`src/rtl/hmmm_pkg.sv`:
```
// Shared encodings for the HMMM control sequencer: opcodes, FSM states and mux selects.
// HMMM_MULDIV_EN adds the MD_WAIT state for the mul/div/mod handshake.
package hmmm_pkg;

  localparam logic [3:0] OP_SYS    = 4'h0;
  localparam logic [3:0] OP_SETN   = 4'h1;
  localparam logic [3:0] OP_LOADN  = 4'h2;
  localparam logic [3:0] OP_STOREN = 4'h3;
  localparam logic [3:0] OP_MEMR   = 4'h4;
  localparam logic [3:0] OP_ADDN   = 4'h5;
  localparam logic [3:0] OP_ADD    = 4'h6;
  localparam logic [3:0] OP_SUB    = 4'h7;
  localparam logic [3:0] OP_MUL    = 4'h8;
  localparam logic [3:0] OP_DIV    = 4'h9;
  localparam logic [3:0] OP_MOD    = 4'hA;
  localparam logic [3:0] OP_JUMPN  = 4'hB;
  localparam logic [3:0] OP_JEQZN  = 4'hC;
  localparam logic [3:0] OP_JNEZN  = 4'hD;
  localparam logic [3:0] OP_JGTZN  = 4'hE;
  localparam logic [3:0] OP_JLTZN  = 4'hF;

  typedef enum logic [2:0] {
    S_FETCH, S_DECODE, S_EXEC, S_MEM, S_WB, S_IO_WAIT,
`ifdef HMMM_MULDIV_EN
    S_MD_WAIT,
`endif
    S_HALT
  } ctrl_state_t;

  typedef enum logic [1:0] {PC_INC = 2'd0, PC_IMM = 2'd1, PC_RX = 2'd2} pc_sel_t;

  typedef enum logic [2:0] {
    WB_ALU = 3'd0, WB_IMM = 3'd1, WB_MEM = 3'd2, WB_PC1 = 3'd3,
    WB_IO  = 3'd4, WB_MD  = 3'd5, WB_RY  = 3'd6
  } wb_sel_t;

  typedef enum logic [1:0] {ALU_ADD = 2'd0, ALU_SUB = 2'd1, ALU_NEG = 2'd2, ALU_PASSB = 2'd3} alu_op_t;

  typedef enum logic [4:0] {
    C_ILL, C_HALT, C_READ, C_WRITE, C_JUMPR, C_SETN, C_LOADN, C_STOREN,
    C_LOADR, C_STORER, C_POPR, C_PUSHR, C_ADDN, C_COPY, C_ADD, C_NEG,
    C_SUB, C_MD, C_JUMPN, C_CALLN, C_JEQZ, C_JNEZ, C_JGTZ, C_JLTZ
  } instr_class_t;

endpackage

```
`src/rtl/hmmm_decode.sv`:
```
// Combinational HMMM instruction classifier; mul/div/mod are legal only under HMMM_MULDIV_EN.
module hmmm_decode
  import hmmm_pkg::*;
(
  input  logic [15:0]  i_instr,
  output instr_class_t o_class,
  output logic         o_illegal
);

  always_comb begin
    o_class = C_ILL;
    case (i_instr[15:12])
      OP_SYS: begin
        if (i_instr[11:0] == 12'h000) o_class = C_HALT;
        else begin
          case (i_instr[7:0])
            8'h01:   o_class = C_READ;
            8'h02:   o_class = C_WRITE;
            8'h03:   o_class = C_JUMPR;
            default: o_class = C_ILL;
          endcase
        end
      end
      OP_SETN:   o_class = C_SETN;
      OP_LOADN:  o_class = C_LOADN;
      OP_STOREN: o_class = C_STOREN;
      OP_MEMR: begin
        case (i_instr[3:0])
          4'h0:    o_class = C_LOADR;
          4'h1:    o_class = C_STORER;
          4'h2:    o_class = C_POPR;
          4'h3:    o_class = C_PUSHR;
          default: o_class = C_ILL;
        endcase
      end
      OP_ADDN:   o_class = C_ADDN;
      // copy and neg are the rZ = r0 / rY = r0 forms of add and sub
      OP_ADD:    o_class = (i_instr[3:0] == 4'h0) ? C_COPY : C_ADD;
      OP_SUB:    o_class = (i_instr[7:4] == 4'h0) ? C_NEG : C_SUB;
      OP_MUL, OP_DIV, OP_MOD: begin
`ifdef HMMM_MULDIV_EN
        o_class = C_MD;
`else
        o_class = C_ILL;
`endif
      end
      OP_JUMPN:  o_class = (i_instr[11:8] == 4'h0) ? C_JUMPN : C_CALLN;
      OP_JEQZN:  o_class = C_JEQZ;
      OP_JNEZN:  o_class = C_JNEZ;
      OP_JGTZN:  o_class = C_JGTZ;
      OP_JLTZN:  o_class = C_JLTZ;
    endcase
  end

  assign o_illegal = (o_class == C_ILL);

endmodule

```
`src/rtl/hmmm_ctrl.sv`:
```
// Multicycle control FSM for the HMMM datapath; one instruction in flight at a time.
// HMMM_MULDIV_EN enables the md_start/md_done handshake and the MD_WAIT state.
module hmmm_ctrl
  import hmmm_pkg::*;
(
  input  logic        clk,
  input  logic        rst_n,
  input  logic [15:0] instr,
  input  logic        rx_zero,
  input  logic        rx_neg,
  output logic        ir_we,
  output logic        pc_we,
  output logic [1:0]  pc_sel,
  output logic        rf_we,
  output logic        rf_waddr_sel,
  output logic [2:0]  wb_sel,
  output logic [1:0]  alu_op,
  output logic        alu_b_sel,
  output logic        mem_addr_sel,
  output logic        mem_we,
  output logic        io_in_ready,
  input  logic        io_in_valid,
  output logic        io_out_valid,
  input  logic        io_out_ready,
`ifdef HMMM_MULDIV_EN
  output logic        md_start,
  input  logic        md_done,
`endif
  output logic        halted,
  output logic        illegal
);

  ctrl_state_t  r_state, w_next;
  instr_class_t w_class;
  logic         w_illegal;
  logic         r_halted, r_illegal;
  logic         w_take;

  logic    w_ir_we, w_pc_we, w_rf_we, w_rf_waddr_sel, w_alu_b_sel;
  logic    w_mem_addr_sel, w_mem_we, w_io_in_ready, w_io_out_valid;
  pc_sel_t w_pc_sel;
  wb_sel_t w_wb_sel;
  alu_op_t w_alu_op;
`ifdef HMMM_MULDIV_EN
  logic    r_md_busy, w_md_start;
`endif

  hmmm_decode u_decode (
    .i_instr   (instr),
    .o_class   (w_class),
    .o_illegal (w_illegal)
  );

  always_comb begin
    case (w_class)
      C_JEQZ:  w_take = rx_zero;
      C_JNEZ:  w_take = !rx_zero;
      C_JGTZ:  w_take = !rx_zero && !rx_neg;
      C_JLTZ:  w_take = rx_neg;
      default: w_take = 1'b1;
    endcase
  end

  always_ff @(posedge clk or negedge rst_n) begin
    if (!rst_n) begin
      r_state   <= S_FETCH;
      r_halted  <= 1'b0;
      r_illegal <= 1'b0;
    end else begin
      r_state <= w_next;
      if (r_state == S_DECODE && w_next == S_HALT) r_halted  <= 1'b1;
      if (r_state == S_DECODE && w_illegal)        r_illegal <= 1'b1;
    end
  end

`ifdef HMMM_MULDIV_EN
  // busy is low only in the first MD_WAIT cycle, which makes md_start a single pulse
  always_ff @(posedge clk or negedge rst_n) begin
    if (!rst_n) r_md_busy <= 1'b0;
    else        r_md_busy <= (r_state == S_MD_WAIT) && (w_next == S_MD_WAIT);
  end
`endif

  always_comb begin
    w_next         = r_state;
    w_ir_we        = 1'b0;
    w_pc_we        = 1'b0;
    w_pc_sel       = PC_INC;
    w_rf_we        = 1'b0;
    w_rf_waddr_sel = 1'b0;
    w_wb_sel       = WB_ALU;
    w_alu_op       = ALU_ADD;
    w_alu_b_sel    = 1'b0;
    w_mem_addr_sel = 1'b0;
    w_mem_we       = 1'b0;
    w_io_in_ready  = 1'b0;
    w_io_out_valid = 1'b0;
`ifdef HMMM_MULDIV_EN
    w_md_start     = 1'b0;
`endif
    case (r_state)
      S_FETCH: begin
        w_ir_we = 1'b1;
        w_next  = S_DECODE;
      end
      S_DECODE: begin
        case (w_class)
          C_HALT, C_ILL:   w_next = S_HALT;
          C_READ, C_WRITE: w_next = S_IO_WAIT;
          C_LOADN, C_LOADR, C_STOREN, C_STORER, C_PUSHR: w_next = S_MEM;
`ifdef HMMM_MULDIV_EN
          C_MD:            w_next = S_MD_WAIT;
`endif
          default:         w_next = S_EXEC;
        endcase
      end
      S_EXEC: begin
        w_next  = S_FETCH;
        w_pc_we = 1'b1;
        w_rf_we = 1'b1;
        case (w_class)
          C_SETN: w_wb_sel    = WB_IMM;
          C_ADDN: w_alu_b_sel = 1'b1;
          C_COPY: w_wb_sel    = WB_RY;
          C_NEG:  w_alu_op    = ALU_NEG;
          C_SUB:  w_alu_op    = ALU_SUB;
          C_POPR: begin
            w_pc_we        = 1'b0;
            w_rf_waddr_sel = 1'b1;
            w_alu_op       = ALU_SUB;
            w_alu_b_sel    = 1'b1;
            w_next         = S_MEM;
          end
          C_JUMPR: begin
            w_rf_we  = 1'b0;
            w_pc_sel = PC_RX;
          end
          C_JUMPN, C_JEQZ, C_JNEZ, C_JGTZ, C_JLTZ: begin
            w_rf_we  = 1'b0;
            w_pc_sel = w_take ? PC_IMM : PC_INC;
          end
          C_CALLN: begin
            w_wb_sel = WB_PC1;
            w_pc_sel = PC_IMM;
          end
          default: ;
        endcase
      end
      S_MEM: begin
        w_next         = S_WB;
        w_mem_addr_sel = w_class inside {C_LOADR, C_STORER, C_PUSHR, C_POPR};
        case (w_class)
          C_STOREN, C_STORER: begin
            w_mem_we = 1'b1;
            w_pc_we  = 1'b1;
            w_next   = S_FETCH;
          end
          C_PUSHR: w_mem_we = 1'b1;
          default: ;
        endcase
      end
      S_WB: begin
        w_next  = S_FETCH;
        w_rf_we = 1'b1;
        w_pc_we = 1'b1;
        if (w_class == C_PUSHR) begin
          w_rf_waddr_sel = 1'b1;
          w_alu_b_sel    = 1'b1;
        end else begin
          w_wb_sel = WB_MEM;
        end
      end
      S_IO_WAIT: begin
        if (w_class == C_READ) begin
          w_io_in_ready = 1'b1;
          if (io_in_valid) begin
            w_rf_we  = 1'b1;
            w_wb_sel = WB_IO;
            w_pc_we  = 1'b1;
            w_next   = S_FETCH;
          end
        end else begin
          w_io_out_valid = 1'b1;
          if (io_out_ready) begin
            w_pc_we = 1'b1;
            w_next  = S_FETCH;
          end
        end
      end
`ifdef HMMM_MULDIV_EN
      S_MD_WAIT: begin
        w_md_start = !r_md_busy;
        if (md_done) begin
          w_rf_we  = 1'b1;
          w_wb_sel = WB_MD;
          w_pc_we  = 1'b1;
          w_next   = S_FETCH;
        end
      end
`endif
      S_HALT:  ;
      default: w_next = S_FETCH;
    endcase
  end

  // The state register idles in FETCH during reset; rst_n masks the decode so nothing fires then.
  assign ir_we        = rst_n & w_ir_we;
  assign pc_we        = rst_n & w_pc_we;
  assign pc_sel       = rst_n ? w_pc_sel : 2'b00;
  assign rf_we        = rst_n & w_rf_we;
  assign rf_waddr_sel = rst_n & w_rf_waddr_sel;
  assign wb_sel       = rst_n ? w_wb_sel : 3'b000;
  assign alu_op       = rst_n ? w_alu_op : 2'b00;
  assign alu_b_sel    = rst_n & w_alu_b_sel;
  assign mem_addr_sel = rst_n & w_mem_addr_sel;
  assign mem_we       = rst_n & w_mem_we;
  assign io_in_ready  = rst_n & w_io_in_ready;
  assign io_out_valid = rst_n & w_io_out_valid;
`ifdef HMMM_MULDIV_EN
  assign md_start     = rst_n & w_md_start;
`endif
  assign halted       = r_halted;
  assign illegal      = r_illegal;

endmodule

```
`config.mk`:
```
export PLATFORM = sky130hd
export DESIGN_NAME = hmmm_ctrl
export DESIGN_NICKNAME = d
export VERILOG_FILES = /design/src/rtl/hmmm_pkg.sv /design/src/rtl/hmmm_decode.sv /design/src/rtl/hmmm_ctrl.sv
export SDC_FILE = /design/constraint.sdc
export NUM_CORES = 1
export LEC_CHECK = 0
export BUFFER_PORTS_ARGS = -buffer_cell sky130_fd_sc_hd__buf_2
export CORE_ASPECT_RATIO = 1.25
export CORE_MARGIN = 4
export CORE_UTILIZATION = 49
export DETAILED_ROUTE_END_ITERATION = 12
export PLACE_DENSITY_LB_ADDON = 0.25
export SKIP_LAST_GASP = 1
export SLEW_MARGIN = 0
export SYNTH_ARGS = -nofsm -noshare
export SYNTH_HDL_FRONTEND = slang
export SYNTH_SLANG_ARGS = --single-unit
```
`constraint.sdc`:
```
create_clock -name clk -period 4.18 [get_ports clk]
set_clock_uncertainty 0.1 [all_clocks]
set_input_delay 0.836 -clock clk [delete_from_list [all_inputs] [get_ports clk]]
set_output_delay 0.836 -clock clk [all_outputs]
set_load 0.005 [all_outputs]
```
; Word level (Yosys, flattened, before mapping)
; Memories as Yosys holds them, arrays and structs flattened.
; Index checks and enable logic that the tools add are counted.
[totals]
register_bits = 5
rom_bits = 48
out_inout_bits = 18
n_memories = 1
[classes]
n_eq_ne = 46
muxes = 50
bitwise_logic = 9
n_reduce_logical = 20
[mem_list]
columns = memory, words, word_bits, read_ports, rd_clocked_by_memory_dff, wr, line_no
row1 = (no name shown), 16, 3, 1, 0, 0, hmmm_ctrl.sv:107  ; case (w_class)
[op_table]
columns = operator, n
row1 = 5-bit one-hot mux with 14 select lines, 1
row2 = "5-bit by 4-bit == test with 1-bit output, second input constant", 7
row3 = "5-bit == test, second input constant", 7
row4 = "4-bit == test, second input constant", 8
row5 = 3-bit one-hot mux with 3 select lines, 3
row6 = 3-bit two-way mux, 8
row7 = 1-bit two-way mux, 20
row8 = 3-bit one-hot mux with 6 select lines, 1
row9 = "4-bit by 2-bit == test with 1-bit output, second input constant", 4
row10 = "4-bit by 3-bit == test with 1-bit output, second input constant", 4
row11 = "8-bit by 2-bit == test with 1-bit output, second input constant", 2
row12 = 4-bit zero test, 4
row13 = 4-bit one-hot mux with 4 select lines, 1
row14 = "5-bit by 3-bit == test with 1-bit output, second input constant", 3
row15 = 2-bit two-way mux, 7
row16 = "3-bit == test, second input constant", 4
row17 = 12-bit zero test, 1
row18 = 5-bit two-way mux, 2
row19 = 1-bit bitwise AND, 9
row20 = "4-bit by 1-bit == test with 1-bit output, second input constant", 2
row21 = "8-bit by 1-bit == test with 1-bit output, second input constant", 1
row22 = 1-bit one-hot mux with 4 select lines, 2
row23 = "3-bit by 2-bit == test with 1-bit output, second input constant", 2
row24 = 2-bit one-hot mux with 3 select lines, 1
row25 = 14 further kinds, 21

; Depth between registers and ports, before layout
; Gate-level depths: netlist (run 1).
[logic_depth]
word_depth = 10
mapped_depth = 10

; By module
; A second synthesis (run 1) with hierarchy kept.
[hier_totals]
cells_unflattened = 157
hier_area_um2 = 1119.8
[modules_own_cells]
columns = mod, n_inst, cells_each, area_each_um2
row1 = hmmm_ctrl, 1, 112, 822.0
row2 = hmmm_decode, 1, 45, 297.8

; Worst setup path after synthesis (run 1)
; Ideal clock, no wire load.
[synth_timing]
kind = input-to-output
start = input port instr[5]
end = output port wb_sel[1]
arrival_time_ns = 2.673
t_required_ns = 3.244
setup_slack_ns = 0.571
cell_stages = 8
cell_sequence = or4_4 a211o_1 a21oi_2 o32ai_4 buf_6 nor4b_4 a21oi_1 a21oi_1
[synth_between]
elab_chain_len = 8
[synth_rtl]
columns = item, line_no
row1 = start: declaration, hmmm_ctrl.sv:8  ; input logic [15:0] instr,
row2 = 8-bit by 2-bit == test with 1-bit output or 8-bit by 1-bit == test with 1-bit output (tied branches), hmmm_decode.sv:16  ; case (i_instr[7:0])
row3 = 3-bit one-hot mux with 3 select lines, hmmm_decode.sv:16
row4 = 5-bit two-way mux, hmmm_decode.sv:14  ; if (i_instr[11:0] == 12'h000) o_class = C_HALT;
row5 = 5-bit one-hot mux with 14 select lines (*), hmmm_decode.sv:12  ; case (i_instr[15:12])
row6 = 5-bit == test (tied with other cells), hmmm_ctrl.sv:121  ; case (w_class)
row7 = 3-bit one-hot mux with 3 select lines (tied with other cells), hmmm_ctrl.sv:121
row8 = 3-bit one-hot mux with 3 select lines (*), hmmm_ctrl.sv:101  ; case (r_state)
row9 = 3-bit two-way mux (*), hmmm_ctrl.sv:212  ; assign wb_sel = rst_n ? w_wb_sel : 3'b000;
row10 = end: declaration, hmmm_ctrl.sv:16  ; output logic [2:0] wb_sel,
; Mark *: on every way between the ends. The rest lies on a longest branch, timed or not.

; Final worst setup path (run 1)
[layout_timing]
start = input port instr[9]
end = output port pc_we
[layout_between]
elab_chain_len = 8
[layout_rtl]
columns = item, line_no
row1 = 12-bit zero test or 4-bit zero test (tied branches), "hmmm_decode.sv:14, hmmm_decode.sv:47"
row2 = 5-bit two-way mux or 1-bit two-way mux (tied branches), "hmmm_decode.sv:14, hmmm_decode.sv:47"
row3 = 5-bit one-hot mux with 14 select lines (*), hmmm_decode.sv:12
row4 = 5-bit by 4-bit == test with 1-bit output or 5-bit by 3-bit == test with 1-bit output (tied branches), hmmm_ctrl.sv:152  ; case (w_class)
row5 = 2-bit OR reduction, hmmm_ctrl.sv:152
row6 = 1-bit two-way mux, hmmm_ctrl.sv:152
row7 = 1-bit one-hot mux with 4 select lines (*), hmmm_ctrl.sv:101
row8 = 1-bit bitwise AND (*), hmmm_ctrl.sv:208  ; assign pc_we = rst_n & w_pc_we;
row9 = end: declaration, hmmm_ctrl.sv:12  ; output logic pc_we,
; Marks and branches as above.

==> metrics.txt, run 1 <==
Seq/Total Area, Yosys=11.75%; Worst setup SP type=input port; CP Data Required Time=about 3.2 ns; most frequent cells in the layout=39 x buf_2, 18 x nor2_1, 18 x nand2_1; first-pass GRT wire length=about 5.3 mm; CTS HTree Levels=1; Initial Util=52.53%; gr usage total=~22%; CP Capture Type=output pin; Routed WL=3.278 mm; Yosys top cell by area=dfrtp_1; Crit path arrival time=3.07 ns; drt pass-1 iters=4; min-delay worst type=flop to flop; syn nets=172; NumNets Final=207; WS Path Type=input port to output pin; Iter 0 DRT Violations=75; GP Congestion=approximately 0.98; unrepaired setup endpoints after global routing=yes; IR drop worst, VDD=approximately 330 uV; FF+latch count, synth=5; Placement Setup Slack=0.1873 ns; # clock sinks=5; YS warnings=0; Sw Share=47.60%; DRC violations left=0; CTS Buf Count=3; power density cells=317.8 nW/um2; clock power share=between 10% and 20%; routed len/inst=roughly 16 um; layout cells sized above 1=32.07%; Synth Flop Type=dfrtp_1; via/cell ratio=6.377; Worst Max-Slew Pin Slew=a little under 0.7 ns; Hold Slack=approximately 0.36 ns; root buffer cell=clkbuf_4; Placed Area=1245 um2; min setup slack post-route=0.1762 ns; Die Area=2988 um2; number of diodes=0; Final Hold Vio Count=0; Worst-Skew Late Latency=0.24 ns; total grt overflow=0; distinct cell type count after synthesis=49; CTS tree=yes; Crit Path Max Fanout=13; Final Cell Area=1277 um2; post-synthesis async set-or-reset flop share=100.0%; largest net degree at the start of global routing=17; Port Buf Inserts=39; final setup fails=0; dpl hpwl=approximately 2.6 mm; largest cells by area after synthesis=dfrtp_1 12%, nand2_1 6.3%, nor2_1 6.3%; CTS clk-pin slew, worst paths=0.04 ns; Pins Over Slew Limit=0; fin crit period=4.004 ns; worst rel slew slack=roughly 55%; routed via count=1,301; Post-synth EDFFs=0; DIE WIDTH=between 40 and 50 um; Max-cap violations=0; leakage=roughly 0.58 nW; # Post-CTS Setup Buffers=0; Ports=40; CTS max path bufs=2; vias in the first global route=1,202; Core Footprint=2027 um2; Comb pwr share=60.0%; period utilization=95.78%; Post-Syn Instances=150; top achievable clock speed=0.2498 GHz; antenna viol nets, final=0; row count=18; Post-Synthesis Cell Area=1065 um2; P_sw=roughly 190 uW; initial antenna violation count=0; P_int=approximately 210 uW; most common cell after layout, fill and taps aside=buf_2; average size of a mapped cell=a little over 7 um2; Area Overhead vs Synth=19.98%; outcome=finished, final reports clean; post-synth top area share=between 10% and 20%; chip height=about 60 um; Flop pwr share=26.3%
-- area by class of cell --
class                           count  area [um2]
Inverter                            5       18.77
Multi-Input combinational cell    129       872.1
Sequential cell                     5       125.1
Tap cell                           20       25.02
Clock buffer                        4       26.28
Timing Repair Buffer               41       210.2
Fill cell                         199       749.5
-- worst max-delay path, stage by stage --
cell	delay (ns)
buf_2	0.09
or4_1	0.54
a21oi_1	0.17
nor2_1	0.09
o32ai_4	0.60
a41oi_2	0.27
and2_1	0.22
o32ai_2	0.09
buf_2	0.15
-- cell families after synthesis --
family | share of synthesized area [%]
flip-flops | 11.75
buffers and inverters | 6.933
multiplexers | 2.820
XOR/XNOR | 0.8227
AND/OR/NAND/NOR | 40.77
AO/OA/AOI/OAI | 36.90
-- per-stage QoR --
stage	TNS, ns	power (mW)	utilization [%]	instances
floorplan	0	0.2764	-	150
global placement	0	0.3414	61.42	200
detailed placement	0	0.3473	61.42	200
CTS	0	0.4039	62.72	204
global route	-0.001545	0.4430	63.02	204
finish	0	0.4059	63.02	204
-- synth_stat cells, drive strengths merged (3+ instances only) --
cell and number:
nand2 18, nor2 18, a21oi 13, nand3 9, nor3 8, buf 6
a31oi 5, and3 5, clkbuf 5, dfrtp 5, inv 5, nor2b 4
o21ai 4, a41o 3, and2 3, mux2i 3, nor4 3, o32ai 3
-- sequential cells by signal, summed over array words and instances (netlist names) --
name / count
r_state: 3
illegal: 1
halted: 1
-- power by group through the flow --
stage               Clock, mW  Combinational (mW)  Sequential (mW)
finish                 0.0555               0.244            0.107
global route           0.0632               0.267            0.113
CTS                    0.0566               0.241            0.106
detailed placement          0               0.241            0.107
global placement            0               0.235            0.107
floorplan                   0               0.190           0.0867
-- routing by layer --
layer,share of wire (%),global-route usage (%)
met1,38,24.40
met5,0,0
met4,0.31,3.162
met2,53,44.61
met3,8.2,3.242
-- repair_timing --
item / in CTS / in global routing
resized for setup: 0 / 1
hold buffers: 0 / 0
endpoints found under the setup margin: 0 / 1
-- final timing paths --
check                           cells past startpoint  startpoint          to  slack [ns]
worst max-delay path                                9    instr[9]       pc_we        0.18
worst min-delay path                                1      halted      halted        0.36
worst max register to register                      4  r_state[0]  r_state[2]        2.71
worst min register to register                      1      halted      halted        0.36
max in group asynchronous                           1       rst_n  r_state[1]        3.37
min in group asynchronous                           1       rst_n     illegal        0.38
Note: power is estimated with default switching activity, not from simulation.
==> inputs of run 2 (changes only) <==
Settings changed: CORE_UTILIZATION 49 to 45.
==> metrics.txt, run 2 (synthesis gave the netlist of run 1 again) <==
outcome=finished, final reports clean; Worst Max-Slew Pin Slew=0.6452 ns; # Post-CTS Setup Buffers=0; CTS Buf Count=3; slowest stage cell, crit path=or4_4; Final Hold Vio Count=0; CP max stage delay=0.55 ns; total grt overflow=0; Worst setup SP type=input port; met1 wire length=1.258 mm; Core Footprint=2235 um2; most frequent cells in the layout=39 x buf_2, 18 x nor2_1, 18 x nand2_1; min-delay worst type=input port to asynchronous set/reset pin; antenna viol nets, final=0; Worst Path Buf+Inv=2; most common cell after layout, fill and taps aside=buf_2; routed len/inst=15.12 um; Die Area=3213 um2; Pins Over Slew Limit=0; Area Overhead vs Synth=22.09%; Worst-Skew Late Latency=0.24 ns; Met3 Routed Length=240 um; period utilization=94.79%; top achievable clock speed=0.2524 GHz; row count=19; CTS HTree Levels=1; WS Path Type=input port to output pin; fin crit period=3.962 ns; Max-cap violations=0; first-pass GRT wire length=5.423 mm; Routed WL=3.282 mm; CP Capture Type=output pin; chip height=62.39 um; CP Data Required Time=3.24 ns; initial antenna violation count=0; register with the most flip-flops=r_state; Port Buf Inserts=39; post_cts resized=0; DIE WIDTH=51.51 um; Largest register FFs=3; Crit Path Max Fanout=13; DRC violations left=0; CTS clk-pin slew, worst paths=0.05 ns; Inst Count DP=213; Final Non-Filler Cells=217; final setup fails=0; Top delay family on crit path=compound AO/OA/AOI/OAI gates; Ports=40; hold buffers post-CTS=0; CTS tree=yes; root buffer cell=clkbuf_4; gr usage total=20.53%; dpl hpwl=2.640 mm; leakage=slightly below 0.6 nW; # clock sinks=5; routed wl met2=1.765 mm; number of diodes=0; GP Congestion=~0.93; layout cells sized above 1=between 30 and 40%; routed via count=between 1,000 and 1,500; vias in the first global route=about 1,300; power density cells=312.9 nW/um2; Final TNS setup=0 ns; Crit path arrival time=between 3 and 4 ns; Iter 0 DRT Violations=56; via/cell ratio=6.157; CTS max path bufs=2; largest net degree at the start of global routing=17; worst-path cell chain=buf_2 > or4_4 > a211o_1 > a21oi_2 > o32ai_4 > a21oi_1 > nor3_1 > o32ai_1 > buf_2; most frequent CP cell=buf_2; DR top layer=met4; Initial Util=47.65%; NumNets Final=approximately 210; unrepaired setup endpoints after global routing=no; IR drop worst, VDD=about 330 uV; drt pass-1 iters=4; worst rel slew slack=a little under three fifths
## run 2: cell count changes in the layout (fill, tap and decap cells not counted), sizes merged
cell  before  now
buf       41   43
## run 2: area by class of cell
type                            instances  area, um2
Timing Repair Buffer                   43      225.2
Fill cell                             238      934.6
Tap cell                               31      38.79
Multi-Input combinational cell        129      865.8
Sequential cell                         5      125.1
Inverter                                5      18.77
Clock buffer                            4      26.28
## run 2: worst reg2reg max path: cells and delay by family (launching register included)
family	cells	cell delay [ns]
compound gates	3	0.55
flops	1	0.52
buf+inv	1	0.17
## run 2: worst paths after layout
path / startpoint / slack (ns) / to / cells past startpoint
max: instr[5] / 0.22 / rf_we / 9
min in group clk: halted / 0.38 / halted / 1
min reg2reg: halted / 0.38 / halted / 1
min: rst_n / 0.38 / r_state[0] / 1
max reg2reg: r_state[0] / 2.74 / r_state[2] / 4
max in group asynchronous: rst_n / 3.37 / r_state[2] / 1
## run 2: layer usage
layer | GRT usage [%] | vias to the layer above
met1 | 22.37 | 630
met3 | 3.341 | 2
met4 | 4.590 | 0
met5 | 0 | -
met2 | 39.49 | 58
li1 | - | 646
## run 2: where the power goes
group	leakage, nW	internal, mW	switching (mW)	total [mW]
logic	0.515	0.106	0.136	0.242
registers	0.0582	0.0716	0.0378	0.109
clock network	0.0150	0.0361	0.0191	0.0552
total	0.588	0.214	0.193	0.407
## run 2: through the flow
step	hold slack, ns	util [%]	worst slack, ns	power (mW)	cell area (um2)
after floorplan	0.3602	-	0.5712	0.2764	1065
after global placement	0.3739	57.00	0.1988	0.3444	1274
after detailed placement	0.3783	57.00	0.1956	0.3487	1274
after CTS	0.3695	58.17	0.1844	0.4054	1300
after global routing	0.3770	58.17	0.002579	0.4415	1300
final	0.3755	58.17	0.2178	0.4067	1300
==> inputs of run 3 (changes only) <==
Settings changed: CTS_BUF_LIST set to sky130_fd_sc_hd__clkbuf_16.
==> metrics.txt, run 3 (synthesis gave the netlist of run 1 again) <==
outcome=finished, final reports clean; Ports=40; post_cts resized=0; Worst setup SP type=input port; unrepaired setup endpoints after global routing=no; Hold Slack=0.3820 ns; DRC violations left=0; final setup fails=0; Port Buf Inserts=39; most common cell after layout, fill and taps aside=buf_2; worst rel slew slack=56.65%; NumNets Final=209; row count=19; CP Data Required Time=3.24 ns; Final TNS setup=0 ns; Die Area=3213 um2; Initial Util=47.65%; Core Footprint=2235 um2; root buffer cell=clkbuf_16; first-pass GRT wire length=5.526 mm; Max-cap violations=0; CTS tree=yes; Iter 0 DRT Violations=60; chip height=62.39 um; largest net degree at the start of global routing=17; Final Hold Vio Count=0; CTS Buf Count=3; routed len/inst=15.54 um; Crit Path Max Fanout=13; power density cells=375.1 nW/um2; # clock sinks=5; CTS HTree Levels=1; IR drop worst, VDD=528.4 uV; drt pass-1 iters=4; leakage=0.6152 nW; WS Path Type=input port to output pin; register with the most flip-flops=r_state; most frequent cells in the layout=39 x buf_2, 18 x nor2_1, 18 x nand2_1; CTS clk-pin slew, worst paths=0.03 ns; gr usage total=between 20% and 30%; routed via count=1,303; period utilization=95.33%; # Post-CTS Setup Buffers=0; min-delay worst type=flop to flop; Layout fillers=235; CP Capture Type=output pin; fin crit period=between 3 and 4 ns; hold buffers post-CTS=0; Worst Max-Slew Pin Slew=0.6502 ns; top achievable clock speed=around 0.25 GHz; Worst-Skew Late Latency=~0.22 ns; vias in the first global route=1,275; number of diodes=0; Routed WL=3.372 mm; Area Overhead vs Synth=27.03%; DIE WIDTH=51.51 um; CTS max path bufs=2; antenna viol nets, final=0; Pins Over Slew Limit=0; layout cells sized above 1=32.80%; Largest register FFs=3; dpl hpwl=2.640 mm; via/cell ratio=6.005; initial antenna violation count=0; GP Congestion=0.9259; Crit path arrival time=3.05 ns; total grt overflow=0
run 3: cell types whose count changed in the layout (fill, tap and decap cells not counted):
cell / delta
inv_1: +1
clkbuf_1: -1
clkbuf_4: -3
clkbuf_16: +3
run 3: stage by stage:
stage	cell area [um2]	std cells	power, mW	utilization [%]	setup WS [ns]
floorplan	1065	150	0.2764	-	0.5712
global placement	1274	213	0.3444	57.00	0.1988
detailed placement	1274	213	0.3487	57.00	0.1956
CTS	1353	217	0.5063	60.53	0.1844
global route	1353	217	0.5432	60.53	0.002578
finish	1353	217	0.5073	60.53	0.1951
run 3: path summary, 6_finish.rpt:
check	startpoint	to	slack (ns)	cells after the start
min	halted	halted	0.38	1
max reg2reg	r_state[0]	r_state[2]	2.75	4
max	instr[5]	rf_we	0.20	9
min reg2reg	halted	halted	0.38	1
max in group asynchronous	rst_n	r_state[2]	3.36	1
min in group asynchronous	rst_n	r_state[0]	0.39	1
run 3: where the power goes:
group / total [mW] / switching (mW) / internal, mW
registers: 0.111 / 0.0395 / 0.0718
clock network: 0.153 / 0.0289 / 0.124
logic: 0.244 / 0.137 / 0.106
run 3: cell type report:
cell class	count	area (um2)	area share (%)
clock buffer	3	75.07	5.550
sequential	5	125.1	9.251
inverter	5	18.77	1.388
timing repair buffer	43	225.2	16.65
clock inverter	1	3.754	0.2775
tap	31	38.79	2.868
multi-input combinational	129	865.8	64.01
run 3: per-layer routing:
layer	part of all wire, %	up-vias	track usage, %
li1	-	641	-
met1	38	608	22.34
met2	55	52	41.40
met3	6.7	2	3.580
met4	0.30	0	4.918
met5	0	-	0
run 3: critical path, cell delays in order:
cell and delay [ns]:
buf_2 0.11, or4_4 0.55, a211o_1 0.33, a21oi_2 0.25, o32ai_4 0.23, a21oi_1 0.19
nor3_1 0.09, o32ai_1 0.29, buf_2 0.18
